## src/rtl/relm_uart_pkg.sv

```systemverilog
// rtl/relm_uart_pkg.sv - shared encodings for the relm UART FIFO
// Holds RX/TX state encodings, parity codes, pop_q bit positions and a parity helper.
package relm_uart_pkg;

  typedef enum logic [2:0] {
    RX_IDLE, RX_START, RX_DATA, RX_PAR, RX_STOP, RX_BRK
  } rx_state_e;

  typedef enum logic [2:0] {
    TX_IDLE, TX_START, TX_DATA, TX_PAR, TX_STOP
  } tx_state_e;

  localparam int PARITY_NONE = 0;
  localparam int PARITY_ODD  = 1;
  localparam int PARITY_EVEN = 2;

  localparam int POS_OVR  = 10;
  localparam int POS_PERR = 9;
  localparam int POS_FERR = 8;

  // The two FIFO status flags sit at the top of pop_q, so they move with WD.
  function automatic int pos_rxempty(input int wd);
    return wd;
  endfunction

  function automatic int pos_txfull(input int wd);
    return wd - 1;
  endfunction

  // Parity bit to put on the line: even parity makes the total count of ones even.
  function automatic logic parity_bit(input logic [7:0] data, input int mode);
    return (mode == PARITY_ODD) ? ~^data : ^data;
  endfunction

endpackage

```

## src/rtl/relm_uart_sfifo.sv

```systemverilog
// rtl/relm_uart_sfifo.sv - show-ahead synchronous FIFO
// Ports: clk, rst_n (async, active low), wr_en/wr_data write side (ignored when full),
//        rd_en pops the head (ignored when empty), rd_data is the current head, empty, full.
module relm_uart_sfifo #(
  parameter int WAD = 4,
  parameter int W   = 8
) (
  input  logic         clk,
  input  logic         rst_n,
  input  logic         wr_en,
  input  logic [W-1:0] wr_data,
  input  logic         rd_en,
  output logic [W-1:0] rd_data,
  output logic         empty,
  output logic         full
);
  localparam int DEPTH = 1 << WAD;

  logic [W-1:0]   mem_q [DEPTH];
  logic [WAD-1:0] wr_ptr_q, wr_ptr_d;
  logic [WAD-1:0] rd_ptr_q, rd_ptr_d;
  logic [WAD:0]   count_q, count_d;
  logic           do_wr, do_rd;

  assign empty   = (count_q == '0);
  assign full    = (count_q == (WAD+1)'(DEPTH));
  // Both decisions use the occupancy at the start of the cycle, so a write
  // while full is dropped even if a pop happens in the same cycle.
  assign do_wr   = wr_en && !full;
  assign do_rd   = rd_en && !empty;
  assign rd_data = mem_q[rd_ptr_q];

  always_comb begin
    wr_ptr_d = wr_ptr_q + WAD'(do_wr);
    rd_ptr_d = rd_ptr_q + WAD'(do_rd);
    count_d  = count_q + (WAD+1)'(do_wr) - (WAD+1)'(do_rd);
  end

  always_ff @(posedge clk or negedge rst_n) begin
    if (!rst_n) begin
      wr_ptr_q <= '0;
      rd_ptr_q <= '0;
      count_q  <= '0;
    end else begin
      wr_ptr_q <= wr_ptr_d;
      rd_ptr_q <= rd_ptr_d;
      count_q  <= count_d;
    end
  end

  always_ff @(posedge clk) begin
    if (do_wr) mem_q[wr_ptr_q] <= wr_data;
  end

endmodule

```

## src/rtl/relm_uart_fifo.sv

```systemverilog
// rtl/relm_uart_fifo.sv - UART with 16-deep TX and RX FIFOs behind a push/pop word interface
// Ports: clk, rst_n_in (async, active low), uart_in/uart_out serial lines (idle high),
//        push_d[WD] write strobe + [7:0] TX byte, push_retry = TX FIFO full,
//        pop_d[WD] RX pop strobe, pop_d[WD-2] overrun clear,
//        pop_q = {rx empty, tx full, ..., overrun, perr, ferr, rx data}.
module relm_uart_fifo
  import relm_uart_pkg::*;
#(
  parameter int WD     = 32,
  parameter int WAD    = 4,
  parameter int DIV    = 27,
  parameter int PARITY = 0,
  parameter int STOP2  = 0
) (
  input  logic        clk,
  input  logic        rst_n_in,
  input  logic        uart_in,
  output logic        uart_out,
  input  logic [WD:0] push_d,
  output logic        push_retry,
  input  logic [WD:0] pop_d,
  output logic [WD:0] pop_q
);
  localparam int TCW     = (DIV > 1) ? $clog2(DIV) : 1;
  localparam int RXEMPTY = pos_rxempty(WD);
  localparam int TXFULL  = pos_txfull(WD);

  logic [TCW-1:0] tick_cnt_q, tick_cnt_d;
  logic           tick;
  logic [1:0]     sync_q, sync_d;
  logic           rx_line;

  rx_state_e rx_state_q, rx_state_d;
  logic [3:0] rx_ph_q, rx_ph_d;
  logic [2:0] rx_bit_q, rx_bit_d;
  logic [7:0] rx_sh_q, rx_sh_d;
  logic       rx_perr_q, rx_perr_d;
  logic       ovr_q, ovr_d;
  logic       rx_sample, rx_wr;
  logic [9:0] rx_wdata, rx_head;
  logic       rx_empty, rx_full;

  tx_state_e tx_state_q, tx_state_d;
  logic [3:0] tx_ph_q, tx_ph_d;
  logic [2:0] tx_bit_q, tx_bit_d;
  logic [7:0] tx_sh_q, tx_sh_d;
  logic       tx_par_q, tx_par_d;
  logic       tx_loaded_q, tx_loaded_d;
  logic       tx_out_q, tx_out_d;
  logic       tx_bit_end, tx_rd;
  logic [7:0] tx_head;
  logic       tx_empty, tx_full;

  logic       unused_bits;
  assign unused_bits = ^{push_d[WD-1:8], pop_d[WD-1], pop_d[WD-3:0]};

  assign tick      = (tick_cnt_q == TCW'(DIV - 1));
  assign rx_line   = sync_q[1];
  // Phase 7 of 16 is mid-bit; the phase keeps counting so later samples land 16 ticks apart.
  assign rx_sample = tick && (rx_ph_q == 4'd7);
  assign tx_bit_end = tick && (tx_ph_q == 4'd15);

  always_comb begin
    tick_cnt_d = tick ? '0 : tick_cnt_q + TCW'(1);
    sync_d     = {sync_q[0], uart_in};
  end

  always_comb begin
    rx_state_d = rx_state_q;
    rx_ph_d    = tick ? rx_ph_q + 4'd1 : rx_ph_q;
    rx_bit_d   = rx_bit_q;
    rx_sh_d    = rx_sh_q;
    rx_perr_d  = rx_perr_q;
    rx_wr      = 1'b0;
    rx_wdata   = {rx_perr_q, !rx_line, rx_sh_q};
    case (rx_state_q)
      RX_IDLE: if (!rx_line) begin
        rx_state_d = RX_START;
        rx_ph_d    = '0;
        rx_perr_d  = 1'b0;
      end
      RX_START: if (rx_sample) begin
        rx_state_d = rx_line ? RX_IDLE : RX_DATA;
        rx_bit_d   = '0;
      end
      RX_DATA: if (rx_sample) begin
        rx_sh_d  = {rx_line, rx_sh_q[7:1]};
        rx_bit_d = rx_bit_q + 3'd1;
        if (rx_bit_q == 3'd7) rx_state_d = (PARITY != PARITY_NONE) ? RX_PAR : RX_STOP;
      end
      RX_PAR: if (rx_sample) begin
        rx_perr_d  = (rx_line != parity_bit(rx_sh_q, PARITY));
        rx_state_d = RX_STOP;
      end
      RX_STOP: if (rx_sample) begin
        rx_wr      = 1'b1;
        rx_state_d = rx_line ? RX_IDLE : RX_BRK;
      end
      RX_BRK: if (rx_line) rx_state_d = RX_IDLE;
      default: rx_state_d = RX_IDLE;
    endcase
    // A drop caused by a full FIFO outranks a same-cycle clear.
    ovr_d = (rx_wr && rx_full) ? 1'b1 : (pop_d[WD-2] ? 1'b0 : ovr_q);
  end

  always_comb begin
    tx_state_d  = tx_state_q;
    tx_ph_d     = tick ? tx_ph_q + 4'd1 : tx_ph_q;
    tx_bit_d    = tx_bit_q;
    tx_sh_d     = tx_sh_q;
    tx_par_d    = tx_par_q;
    tx_loaded_d = tx_loaded_q;
    tx_rd       = 1'b0;
    case (tx_state_q)
      TX_IDLE: begin
        if (tx_loaded_q) begin
          if (tick) begin
            tx_state_d  = TX_START;
            tx_ph_d     = '0;
            tx_loaded_d = 1'b0;
          end
        end else if (!tx_empty) begin
          tx_rd       = 1'b1;
          tx_sh_d     = tx_head;
          tx_par_d    = parity_bit(tx_head, PARITY);
          tx_loaded_d = 1'b1;
        end
      end
      TX_START: if (tx_bit_end) begin
        tx_state_d = TX_DATA;
        tx_bit_d   = '0;
      end
      TX_DATA: if (tx_bit_end) begin
        tx_sh_d  = {1'b0, tx_sh_q[7:1]};
        tx_bit_d = tx_bit_q + 3'd1;
        if (tx_bit_q == 3'd7) tx_state_d = (PARITY != PARITY_NONE) ? TX_PAR : TX_STOP;
      end
      TX_PAR: if (tx_bit_end) begin
        tx_state_d = TX_STOP;
        tx_bit_d   = '0;
      end
      TX_STOP: if (tx_bit_end) begin
        if (STOP2 != 0 && tx_bit_q == 3'd0) begin
          tx_bit_d = 3'd1;
        end else if (!tx_empty) begin
          // Chain straight into the next start bit so frames run back to back.
          tx_rd      = 1'b1;
          tx_sh_d    = tx_head;
          tx_par_d   = parity_bit(tx_head, PARITY);
          tx_state_d = TX_START;
        end else begin
          tx_state_d = TX_IDLE;
        end
      end
      default: tx_state_d = TX_IDLE;
    endcase
    case (tx_state_d)
      TX_START: tx_out_d = 1'b0;
      TX_DATA:  tx_out_d = tx_sh_d[0];
      TX_PAR:   tx_out_d = tx_par_d;
      default:  tx_out_d = 1'b1;
    endcase
  end

  always_ff @(posedge clk or negedge rst_n_in) begin
    if (!rst_n_in) begin
      tick_cnt_q  <= '0;
      sync_q      <= 2'b11;
      rx_state_q  <= RX_IDLE;
      rx_ph_q     <= '0;
      rx_bit_q    <= '0;
      rx_sh_q     <= '0;
      rx_perr_q   <= 1'b0;
      ovr_q       <= 1'b0;
      tx_state_q  <= TX_IDLE;
      tx_ph_q     <= '0;
      tx_bit_q    <= '0;
      tx_sh_q     <= '0;
      tx_par_q    <= 1'b0;
      tx_loaded_q <= 1'b0;
      tx_out_q    <= 1'b1;
    end else begin
      tick_cnt_q  <= tick_cnt_d;
      sync_q      <= sync_d;
      rx_state_q  <= rx_state_d;
      rx_ph_q     <= rx_ph_d;
      rx_bit_q    <= rx_bit_d;
      rx_sh_q     <= rx_sh_d;
      rx_perr_q   <= rx_perr_d;
      ovr_q       <= ovr_d;
      tx_state_q  <= tx_state_d;
      tx_ph_q     <= tx_ph_d;
      tx_bit_q    <= tx_bit_d;
      tx_sh_q     <= tx_sh_d;
      tx_par_q    <= tx_par_d;
      tx_loaded_q <= tx_loaded_d;
      tx_out_q    <= tx_out_d;
    end
  end

  relm_uart_sfifo #(.WAD(WAD), .W(8)) u_tx_fifo (
    .clk     (clk),
    .rst_n   (rst_n_in),
    .wr_en   (push_d[WD]),
    .wr_data (push_d[7:0]),
    .rd_en   (tx_rd),
    .rd_data (tx_head),
    .empty   (tx_empty),
    .full    (tx_full)
  );

  relm_uart_sfifo #(.WAD(WAD), .W(10)) u_rx_fifo (
    .clk     (clk),
    .rst_n   (rst_n_in),
    .wr_en   (rx_wr),
    .wr_data (rx_wdata),
    .rd_en   (pop_d[WD]),
    .rd_data (rx_head),
    .empty   (rx_empty),
    .full    (rx_full)
  );

  assign uart_out   = tx_out_q;
  assign push_retry = tx_full;

  // Entry bits are masked while empty so stale storage never shows on the bus.
  always_comb begin
    pop_q          = '0;
    pop_q[RXEMPTY] = rx_empty;
    pop_q[TXFULL]  = tx_full;
    pop_q[POS_OVR] = ovr_q;
    if (!rx_empty) pop_q[POS_PERR:0] = rx_head;
  end

endmodule

```

## config.mk

```make
export PLATFORM = sky130hd
export DESIGN_NAME = relm_uart_fifo
export DESIGN_NICKNAME = d
export VERILOG_FILES = /design/src/rtl/relm_uart_pkg.sv /design/src/rtl/relm_uart_sfifo.sv /design/src/rtl/relm_uart_fifo.sv
export SDC_FILE = /design/constraint.sdc
export NUM_CORES = 1
export LEC_CHECK = 0
export CAP_MARGIN = 40
export CORE_MARGIN = 1.5
export CORE_UTILIZATION = 40
export DETAILED_ROUTE_END_ITERATION = 6
export GPL_ROUTABILITY_DRIVEN = 0
export MAX_ROUTING_LAYER = met4
export SYNTH_ARGS = -nofsm -noshare
export SYNTH_HDL_FRONTEND = slang
export SYNTH_SLANG_ARGS = --single-unit
```

## constraint.sdc

```tcl
create_clock -name clk -period 6.4 [get_ports clk]
set_input_delay 0.96 -clock clk [delete_from_list [all_inputs] [get_ports clk]]
set_output_delay 0.96 -clock clk [all_outputs]
set_load 0.01 [all_outputs]
```

Word level (Yosys, flattened, before mapping)
Memory sizes are Yosys's and may differ from the RTL's.
Cells that the tools add are included.
{"block": "word_totals", "ff_bits": 74, "ram_bits": 288, "in_bits": 69, "out_inout_bits": 35, "word_cells": 159, "mem_count": 2}
{"block": "op_classes", "add_sub_neg": 13, "eq_ne": 31, "n_mux": 61, "n_reduce_logical": 30}
{"name": "u_rx_fifo.mem_q", "depth": 16, "word_bits": 10, "read_ports": 1, "rd_clocked_by_memory_dff": 0, "write_ports": 1, "line": "relm_uart_sfifo.sv:19", "source": "logic [W-1:0] mem_q [DEPTH];"}
{"name": "u_tx_fifo.mem_q", "depth": 16, "word_bits": 8, "read_ports": 1, "rd_clocked_by_memory_dff": 0, "write_ports": 1, "line": "relm_uart_sfifo.sv:19"}
{"op": "3-bit two-way mux", "count": 19}
{"op": "8-bit two-way mux", "count": 4}
{"op": "4-bit two-way mux", "count": 7}
{"op": "8-bit one-hot mux with 3 select lines", "count": 1}
{"op": "2-bit inequality test, second input constant", "count": 10}
{"op": "1-bit two-way mux", "count": 19}
{"op": "3-bit by 2-bit == test with 1-bit output, second input constant", "count": 6}
{"op": "3-bit one-hot mux with 6 select lines", "count": 1}
{"op": "4-bit by 1-bit adder with 4-bit output", "count": 4}
{"op": "8-bit parity", "count": 2}
{"op": "3-bit == test, second input constant", "count": 5}
{"op": "5-bit == test, second input constant", "count": 3}
{"op": "3-bit one-hot mux with 5 select lines", "count": 1}
{"op": "3-bit one-hot mux with 2 select lines", "count": 2}
{"op": "5-bit by 1-bit adder with 5-bit output", "count": 2}
{"op": "5-bit logical NOT", "count": 2}
{"op": "10-bit two-way mux", "count": 1}
{"op": "5-bit by 1-bit subtractor with 5-bit output", "count": 2}
{"op": "3-bit by 1-bit == test with 1-bit output, second input constant", "count": 3}
{"op": "3-bit AND reduction", "count": 3}
{"op": "4-bit by 1-bit adder with 4-bit output, second input constant", "count": 2}
{"op": "2-bit nonzero test", "count": 4}
{"op": "1-bit logical AND", "count": 7}
{"op": "7-bit AND reduction", "count": 1}
{"op": "other kinds (16)", "count": 24}

Depth between registers and ports, before layout
Gate-level depths: netlist (run 1).
{"block": "logic_depth", "ltp_word": 7, "ltp_mapped": 18, "mapped_depth_nobuf": 15}

By module
Synthesis (run 1) repeated with hierarchy kept, for this count alone.
{"block": "unflattened", "hier_cells": 908, "hier_area_um2": 15329.7}
{"mod": "relm_uart_sfifo at u_rx_fifo", "instances": 1, "cells_each": 323, "area_each_um2": 6839.1, "seq_area_each_um2": 5129.9}
{"mod": "relm_uart_sfifo at u_tx_fifo", "instances": 1, "cells_each": 309, "area_each_um2": 5725.5, "seq_area_each_um2": 4169.0}
{"mod": "relm_uart_fifo", "instances": 1, "cells_each": 276, "area_each_um2": 2765.2, "seq_area_each_um2": 1204.9}

Least setup slack after synthesis (run 1)
No wires, ideal clock.
{"block": "synth_path", "path_type": "register -> register", "startpoint": "register tick_cnt_q[0]", "endpoint": "register u_tx_fifo.count_q[4]", "setup_ps": 125, "arrival_time_ps": 3020, "required_ps": 6275, "slack_ps": 3255, "path_stages_with_launch": 19, "path_buffers": 3, "synth_period_minus_slack_ps": 3145, "path_cell_list": "dfrtp_1 > inv_1 > ha_1 > and4b_1 > buf_2 > nand2_1 > clkbuf_1 > a211oi_1 > clkbuf_1 > ha_1 > inv_1 > ha_1 > inv_1 > fa_1 > inv_1 > a21oi_1 > nor2_1 > nor2_1 > xnor2_1"}
{"block": "synth_between", "elab_chain_cells": 6}
{"element": "from (decl)", "line": "relm_uart_fifo.sv:28", "source": "logic [TCW-1:0] tick_cnt_q, tick_cnt_d;"}
{"element": "from (signal assigned)", "line": "relm_uart_fifo.sv:183", "source": "tick_cnt_q <= tick_cnt_d;"}
{"element": "5-bit == test", "line": "relm_uart_fifo.sv:57", "source": "assign tick = (tick_cnt_q == TCW'(DIV - 1));"}
{"element": "1-bit logical AND", "line": "relm_uart_fifo.sv:61", "source": "assign tx_bit_end = tick && (tx_ph_q == 4'd15);"}
{"element": "1-bit two-way mux", "line": "relm_uart_fifo.sv:142", "source": "TX_STOP: if (tx_bit_end) begin"}
{"element": "1-bit one-hot mux with 2 select lines", "line": "relm_uart_fifo.sv:114", "source": "case (tx_state_q)"}
{"element": "1-bit logical AND", "line": "relm_uart_sfifo.sv:30", "source": "assign do_rd = rd_en && !empty;"}
{"element": "5-bit by 1-bit subtractor with 5-bit output", "line": "relm_uart_sfifo.sv:36", "source": "count_d = count_q + (WAD+1)'(do_wr) - (WAD+1)'(do_rd);"}
{"element": "via u_tx_fifo.count_d[4]", "line": "relm_uart_sfifo.sv:22", "source": "logic [WAD:0] count_q, count_d;"}
{"element": "to (signal assigned)", "line": "relm_uart_sfifo.sv:47", "source": "count_q <= count_d;"}
{"element": "to (decl)", "line": "relm_uart_sfifo.sv:22"}
The timed path passes the listed nets, and every way through them passes these cells.
A chain may end at the register's enable or synchronous reset.

Worst setup path in the final report (run 1)
{"block": "layout_path", "startpoint": "register u_rx_fifo.rd_ptr_q[0]", "endpoint": "output port pop_q[5]"}
{"block": "layout_between", "elab_chain_cells": 2}
{"element": "from (decl)", "line": "relm_uart_sfifo.sv:21", "source": "logic [WAD-1:0] rd_ptr_q, rd_ptr_d;"}
{"element": "from (signal assigned)", "line": "relm_uart_sfifo.sv:46", "source": "rd_ptr_q <= rd_ptr_d;"}
{"element": "memory 16 x 10 bit"}
{"element": "10-bit two-way mux", "line": "relm_uart_fifo.sv:232", "source": "if (!rx_empty) pop_q[POS_PERR:0] = rx_head;"}
{"element": "to (decl)", "line": "relm_uart_fifo.sv:22", "source": "output logic [WD:0] pop_q"}
Every way passes these cells.

==> run_results.csv, run 1 <==
group,metric,value,unit
run_status,status,"completed",
setup_path,crit_top_cell,"mux4_2",
clocking,cts_hold_buf,0,
setup_path,start_kind,"register",
routing,vias,7181,
routing,via_per_inst,5.18,
routing,drt_iter0_drc,609,
yosys,synth_edf_count,288,
timing,min_period,4.45,ns
floorplanning,die_y,196,um
routing,met2_length,13.3,mm
power,power.density,333,mW/mm^2
setup_path,r2r_slack,2.79,ns
setup_path,cp.required,5.44,ns
placed_design,hpwl,17.3,mm
final_layout,finalNetCount,990,
yosys,syn_area_per_cell,17.8,sq um
floorplanning,floorplan.initialDensity,0.407,
global_route,grt_pass1_vias,7397,
clocking,cts_resized,0,
timing,max_freq,225,MHz
clocking,cts_setup_buffers,0,
setup_path,crit_chain,"buf_4 -> mux4_2 -> mux4_2 -> nor2b_1 -> clkdlybuf4s50_1",
floorplanning,die-area,0.0384,sq mm
power,irDropWorstVdd,0.216,mV
global_route,grt_overflow,0,
clocking,clkTransAtPathRegs,0.06,ns
clocking,root_buffer,"clkbuf_16",
global_route,grt_max_degree,61,
global_route,grt_use_total,0.152,
yosys,netlist_instances,837,
floorplanning,die_x,196,um
clocking,cts_tree,"yes",
timing,setup_viol,0,
clocking,cts_max_level,2,
setup_path,critPathMaxStageDelay,0.67,ns
routing,wl_per_cell,19.8,um
routing,drt-met1-wl,12.6,mm
routing,final_antenna_net_count,0,
yosys,syn-cell-area,0.0149,sq mm
timing,hold_viol_final,0,
yosys,ys_types,57,
clocking,clock-sinks,362,
setup_path,path_class,"register to primary output",
final_layout,n_antenna_cell,0,
yosys,async_reset_ff_frac,0.204,
routing,drc,0,
setup_path,crit_arrival,3.49,ns
timing,worst_pin_slew,0.912,ns
routing,firstDrtPassIters,6,
yosys,yosys_warnings,0,
timing,finalMaxSlewViolations,0,
global_route,antenna_found_initial,0,
placed_design,portBuffers,28,
setup_path,ff2ff_path_depth,16,
clocking,clockBufferDepth,3,
timing,tns,0,ns
floorplanning,io_pins,104,
min_path,hold_path.class,"primary input to async pin",
routing,routed_wirelength,27.4,mm
yosys,ys_seq_area_frac,0.705,
clocking,clk_latency,0.52,ns
routing,dr_wl_met3,943,um
setup_path,reg2reg_from,"tick_cnt_q[0]",
final_layout,final_cell_area,0.0169,sq mm
power,p_total,5.62,mW
flow_run,max_cap_violations,0,
placed_design,dpl_cell_area,0.0158,sq mm
setup_path,r2r-end,"u_tx_fifo.count_q[4]",
setup_path,critical_path_buf_inv_count,2,
final_layout,syn_to_final_growth,13.2,%
setup_path,slowest_stage,"dfrtp_2",
global_route,grt_pass1_wl,43.0,mm
timing,fin_worst_skew,0.0163,ns
power,p_leak,5.49,nW
setup_path,cp_max_fo,28,
final_layout,drive_gt1_frac,0.190,
timing,grt_setup_unrepaired,"false",
routing,top_layer_used,"met4",
setup_path,path_delay_family,"multiplexers",
floorplanning,row_count,70,
clocking,cts_buffers,36,
timing,max_slew_margin,0.392,
floorplanning,core-area,0.0366,sq mm
setup_path,cp-end-kind,"primary output",
timing,min_period_over_period,0.696,
yosys,ys_seq_elements,362,
yosys,synthFlopType,"edfxtp_1",
[cell families after synthesis]
| logic type | Yosys count | share of synthesized area |
|---|---|---|
| and+or+nand+nor | 152 | 0.0506 |
| xor gates and xnor gates | 36 | 0.0211 |
| DFF | 362 | 0.705 |
| muxes | 94 | 0.133 |
| adders and majority gates | 31 | 0.0270 |
| AOI/OAI and AO/OA | 71 | 0.0332 |
| buffers and inverters | 90 | 0.0306 |
| other | 1 | 0.000252 |
[cell type report]
type,count,area (sq um)
fill,3125,19700
sequential,362,10500
multi-input combinational,404,4030
clock buffer,58,1040
tap,468,586
timing repair buffer,58,536
inverter,28,105
clock inverter,8,73.8
[how the worst max path moves through the flow]
stage,slack (ns),start,endpoint,cells after the start
2_1_floorplan,3.26,tick_cnt_q[0],u_tx_fifo.count_q[4],18
3_3_place_gp,2.40,u_rx_fifo.rd_ptr_q[0],pop_q[4],5
3_5_place_dp,2.39,u_rx_fifo.rd_ptr_q[0],pop_q[5],5
4_1_cts,1.83,u_rx_fifo.rd_ptr_q[0],pop_q[5],5
5_1_grt,1.72,u_rx_fifo.rd_ptr_q[0],pop_q[4],5
6_report,1.95,u_rx_fifo.rd_ptr_q[0],pop_q[5],5
[layout by cell type, fill, tap and decap left out, types with 3 or more instances in the layout]
cell type and instances:
a21oi_1 6, a222oi_1 3, a22o_1 3, a22oi_1 22
a31oi_1 3, buf_4 29, clkbuf_1 17, clkbuf_16 37
clkbuf_8 4, clkdlybuf4s50_1 27, clkinv_2 3, conb_1 20
dfrtp_1 68, dfrtp_2 3, dfstp_2 3, edfxtp_1 288
ha_1 29, inv_1 28, mux2_1 8, mux2i_1 3
mux4_2 82, nand2_1 35, nand2b_1 8, nand3_1 9
nand3b_1 4, nand4_1 3, nor2_1 49, nor2b_1 17
nor3_1 11, o21ai_0 18, o32ai_1 3, xnor2_1 27
xor2_1 9
[metrics by stage]
step | util | setup slack, ns | std cells | hold WS [ns]
after global routing | 0.461 | 1.72 | 1386 | 0.299
after CTS | 0.461 | 1.83 | 1385 | 0.286
after detailed placement | 0.430 | 2.39 | 1319 | 0.349
after global placement | 0.428 | 2.40 | 1312 | 0.350
after floorplan | - | 3.26 | 856 | 0.345
final | 0.461 | 1.95 | 1386 | 0.306
[metal layers]
metal  GRT usage  vias to the layer above
met5           -                        -
met4      0.0462                        0
met3      0.0229                       39
met2       0.241                      123
met1       0.205                     3700
li1            -                     3319
[cells in the mapped netlist, drive strengths merged, types with 4 or more instances]
cell type	n	area [sq um]
mux2	9	101
inv	28	105
edfxtp	288	8650
buf	40	269
xnor2	27	236
nand2b	8	50.1
a22oi	22	165
mux4	82	1850
o21ai	19	95.1
clkbuf	22	82.6
nand3b	4	30.0
a21oi	6	30.0
nor2	49	184
dfrtp	71	1780
nand3	9	45.0
ha	29	363
nor2b	17	106
nand2	35	131
xor2	9	78.8
nor3	12	65.1
[worst register-to-register path, cell delays in order, from the launching register on]
cell and delay (ns):
dfrtp_1 0.41, inv_1 0.07, ha_1 0.15, and4b_1 0.55
nand2_1 0.38, a211oi_1 0.35, buf_4 0.24, ha_1 0.25
inv_1 0.06, ha_1 0.15, inv_1 0.06, fa_1 0.43
inv_1 0.07, a21oi_1 0.06, nor2_1 0.10, nor2_1 0.06
xnor2_1 0.11
[where the power goes]
part | total [mW] | internal, mW | leakage (nW) | switching [mW]
logic | 0.753 | 0.383 | 1.73 | 0.370
registers | 2.86 | 2.69 | 3.21 | 0.173
clock network | 2.01 | 1.16 | 0.541 | 0.845
[sequential cells by signal (all words and copies together) (netlist names), 3 cells and up]
name                cells
rx_bit_q                3
rx_state_q              3
tx_sh_q                 8
u_rx_fifo.rd_ptr_q      4
u_rx_fifo.wr_ptr_q      4
u_tx_fifo.mem_q       128
tx_ph_q                 4
u_rx_fifo.mem_q       160
tick_cnt_q              5
u_rx_fifo.count_q       5
u_tx_fifo.wr_ptr_q      4
rx_ph_q                 4
u_tx_fifo.count_q       5
rx_sh_q                 8
tx_bit_q                3
u_tx_fifo.rd_ptr_q      4
tx_state_q              3
Note: power is estimated with default switching activity, not from simulation.
==> run 2: changes to the inputs <==
clock period = 3.9 ns   (was 6.4 ns; I/O delays follow)
==> run 2 against run 1 <==
  * Combinational power grew 67%
  * Worst hold slack got worse by 0.21 ns
  * First-iteration DRC count down 20%
  * Count of clock-buffer cells in the layout is 8 lower
  * Largest cell class unchanged
  * Highest routed layer unchanged
==> run_results.csv, run 2 (same netlist as run 1, synthesis figures left out) <==
group,metric,value,unit
global_route,grt_max_degree,53,
clocking,cts_tree,"yes",
final_layout,mostFrequentLayoutCells,"edfxtp_1, mux4_2, dfrtp_1",
timing,worst_pin_slew,0.837,ns
global_route,use_met1,0.208,
final_layout,final_common_cell,"edfxtp_1",
final_layout,fillers,3085,
timing,tns,0,ns
timing,hold_viol_final,0,
setup_path,crit_arrival,3.10,ns
floorplanning,row_count,70,
clocking,clock-sinks,362,
power,power.density,561,mW/mm^2
final_layout,fin_cells,1396,
setup_path,cp-end-kind,"primary output",
routing,drc,0,
floorplanning,die_x,196,um
floorplanning,die-area,0.0384,sq mm
setup_path,crit_chain,"buf_12 -> mux4_2 -> mux4_2 -> nor2b_1 -> clkdlybuf4s50_1",
global_route,met3_usage,0.0258,
global_route,grt-busiest-layer,"met2",
timing,max_freq,272,MHz
timing,hold_slack,0.0996,ns
timing,min_period_over_period,0.944,
final_layout,syn_to_final_growth,14.6,%
timing,setup_viol,0,
setup_path,crit_cells,5,
routing,wl_per_cell,19.8,um
clocking,cts_setup_buffers,0,
timing,min_period,3.68,ns
setup_path,crit_top_cell,"mux4_2",
final_layout,largest_register_ffs,160,
flow_run,max_cap_violations,0,
setup_path,start_kind,"register",
setup_path,slowest_stage,"dfrtp_2",
min_path,hold_path.class,"primary input to async pin",
floorplanning,die_y,196,um
global_route,grt_overflow,0,
routing,final_antenna_net_count,0,
placed_design,hpwl,17.7,mm
timing,finalMaxSlewViolations,0,
power,p_leak,5.60,nW
timing,max_slew_margin,0.440,
power,irDropWorstVdd,0.270,mV
routing,via_per_inst,5.19,
placed_design,portBuffers,28,
setup_path,ff2ff_path_depth,10,
global_route,grt_pass1_vias,7530,
floorplanning,floorplan.initialDensity,0.407,
final_layout,finalNetCount,999,
final_layout,drive_gt1_frac,0.208,
setup_path,critPathMaxStageDelay,0.67,ns
placed_design,dpl_cell_area,0.0158,sq mm
global_route,antenna_found_initial,0,
clocking,clkTransAtPathRegs,0.06,ns
routing,routed_wirelength,27.7,mm
global_route,grt_use_met2,0.239,
clocking,clockBufferDepth,3,
routing,vias,7249,
run_status,status,"completed",
final_layout,top_register,"u_rx_fifo.mem_q",
setup_path,cp_max_fo,18,
clocking,root_buffer,"clkbuf_16",
final_layout,n_antenna_cell,0,
timing,grt_setup_unrepaired,"false",
clocking,cts_hold_buf,0,
setup_path,path_delay_family,"multiplexers",
routing,firstDrtPassIters,5,
global_route,grt_pass1_wl,43.7,mm
global_route,grt_use_total,0.153,
placed_design,dp_cells,1327,
setup_path,critical_path_buf_inv_count,2,
final_layout,final_cell_area,0.0171,sq mm
setup_path,path_class,"register to primary output",
floorplanning,core-area,0.0366,sq mm
clocking,cts_max_level,2,
final_layout,largestRegisters,"u_rx_fifo.mem_q x160, u_tx_fifo.mem_q x128",
routing,drt_iter0_drc,489,
timing,fin_worst_skew,0.0288,ns
floorplanning,io_pins,104,
clocking,cts_resized,0,
setup_path,cp.required,3.31,ns
clocking,cts_buffers,38,
clocking,clk_latency,0.52,ns
[run 2: cell types whose count changed in the layout (fill, tap and decap cells not counted), moves of 2 or more]
cell,delta
clkinvlp_4,+2
clkinv_1,+2
buf_12,+2
clkbuf_16,+2
bufinv_16,+3
clkinv_2,+5
buf_4,+6
clkbuf_1,-11
[run 2: per-stage QoR]
step           setup WS (ns)  total power, mW  utilization
3_5_place_dp           0.701             6.07        0.432
5_1_grt               0.0399             10.0        0.467
4_1_cts                0.131             9.72        0.467
2_1_floorplan          0.755             5.63            -
3_3_place_gp           0.701             6.04        0.432
6_report               0.218             9.59        0.467
[run 2: metal layers]
| metal | wire length, um | vias to the layer above |
|---|---|---|
| met3 | 1270 | 42 |
| met1 | 12600 | 3705 |
| met2 | 13200 | 160 |
| li1 | - | 3342 |
| met5 | 0 | - |
| met4 | 574 | 0 |
[run 2: worst register-to-register path, stage by stage, from the launching register on]
cell and delay (ns):
dfrtp_1 0.40, inv_1 0.07, ha_1 0.15, and4b_1 0.22
buf_4 0.22, nand4b_1 0.11, buf_4 0.17, nor3b_2 0.39
or3b_1 0.47, nor3_1 0.19, buf_4 0.26
[run 2: cell type report]
| cell class | instances | area, sq um | area share |
|---|---|---|---|
| repair buffers | 65 | 593 | 0.0347 |
| multi-input cells | 404 | 4030 | 0.236 |
| well taps | 468 | 586 | 0.0343 |
| flip-flops and latches | 362 | 10500 | 0.615 |
| clock inverters | 19 | 203 | 0.0119 |
| clock buffers | 50 | 1070 | 0.0625 |
| inverters | 28 | 105 | 0.00615 |
[run 2: path summary, 6_finish.rpt]
kind | endpoint | startpoint | slack, ns
setup / recovery | pop_q[6] | u_rx_fifo.rd_ptr_q[0] | 0.22
hold / removal | tick_cnt_q[0] | rst_n_in | 0.1
setup reg to reg | u_rx_fifo.mem_q[0][1] | tick_cnt_q[0] | 0.92
hold reg to reg | sync_q[1] | sync_q[0] | 0.36
max in group asynchronous | sync_q[1] | rst_n_in | 2.98
min in group clk | sync_q[1] | sync_q[0] | 0.36
[run 2: power by group]
group          leakage, nW  switching [mW]  internal (mW)  total [mW]
sequential            3.21           0.287           4.41        4.69
clock                0.621            1.44           2.20        3.64
combinational         1.77           0.603          0.655        1.26
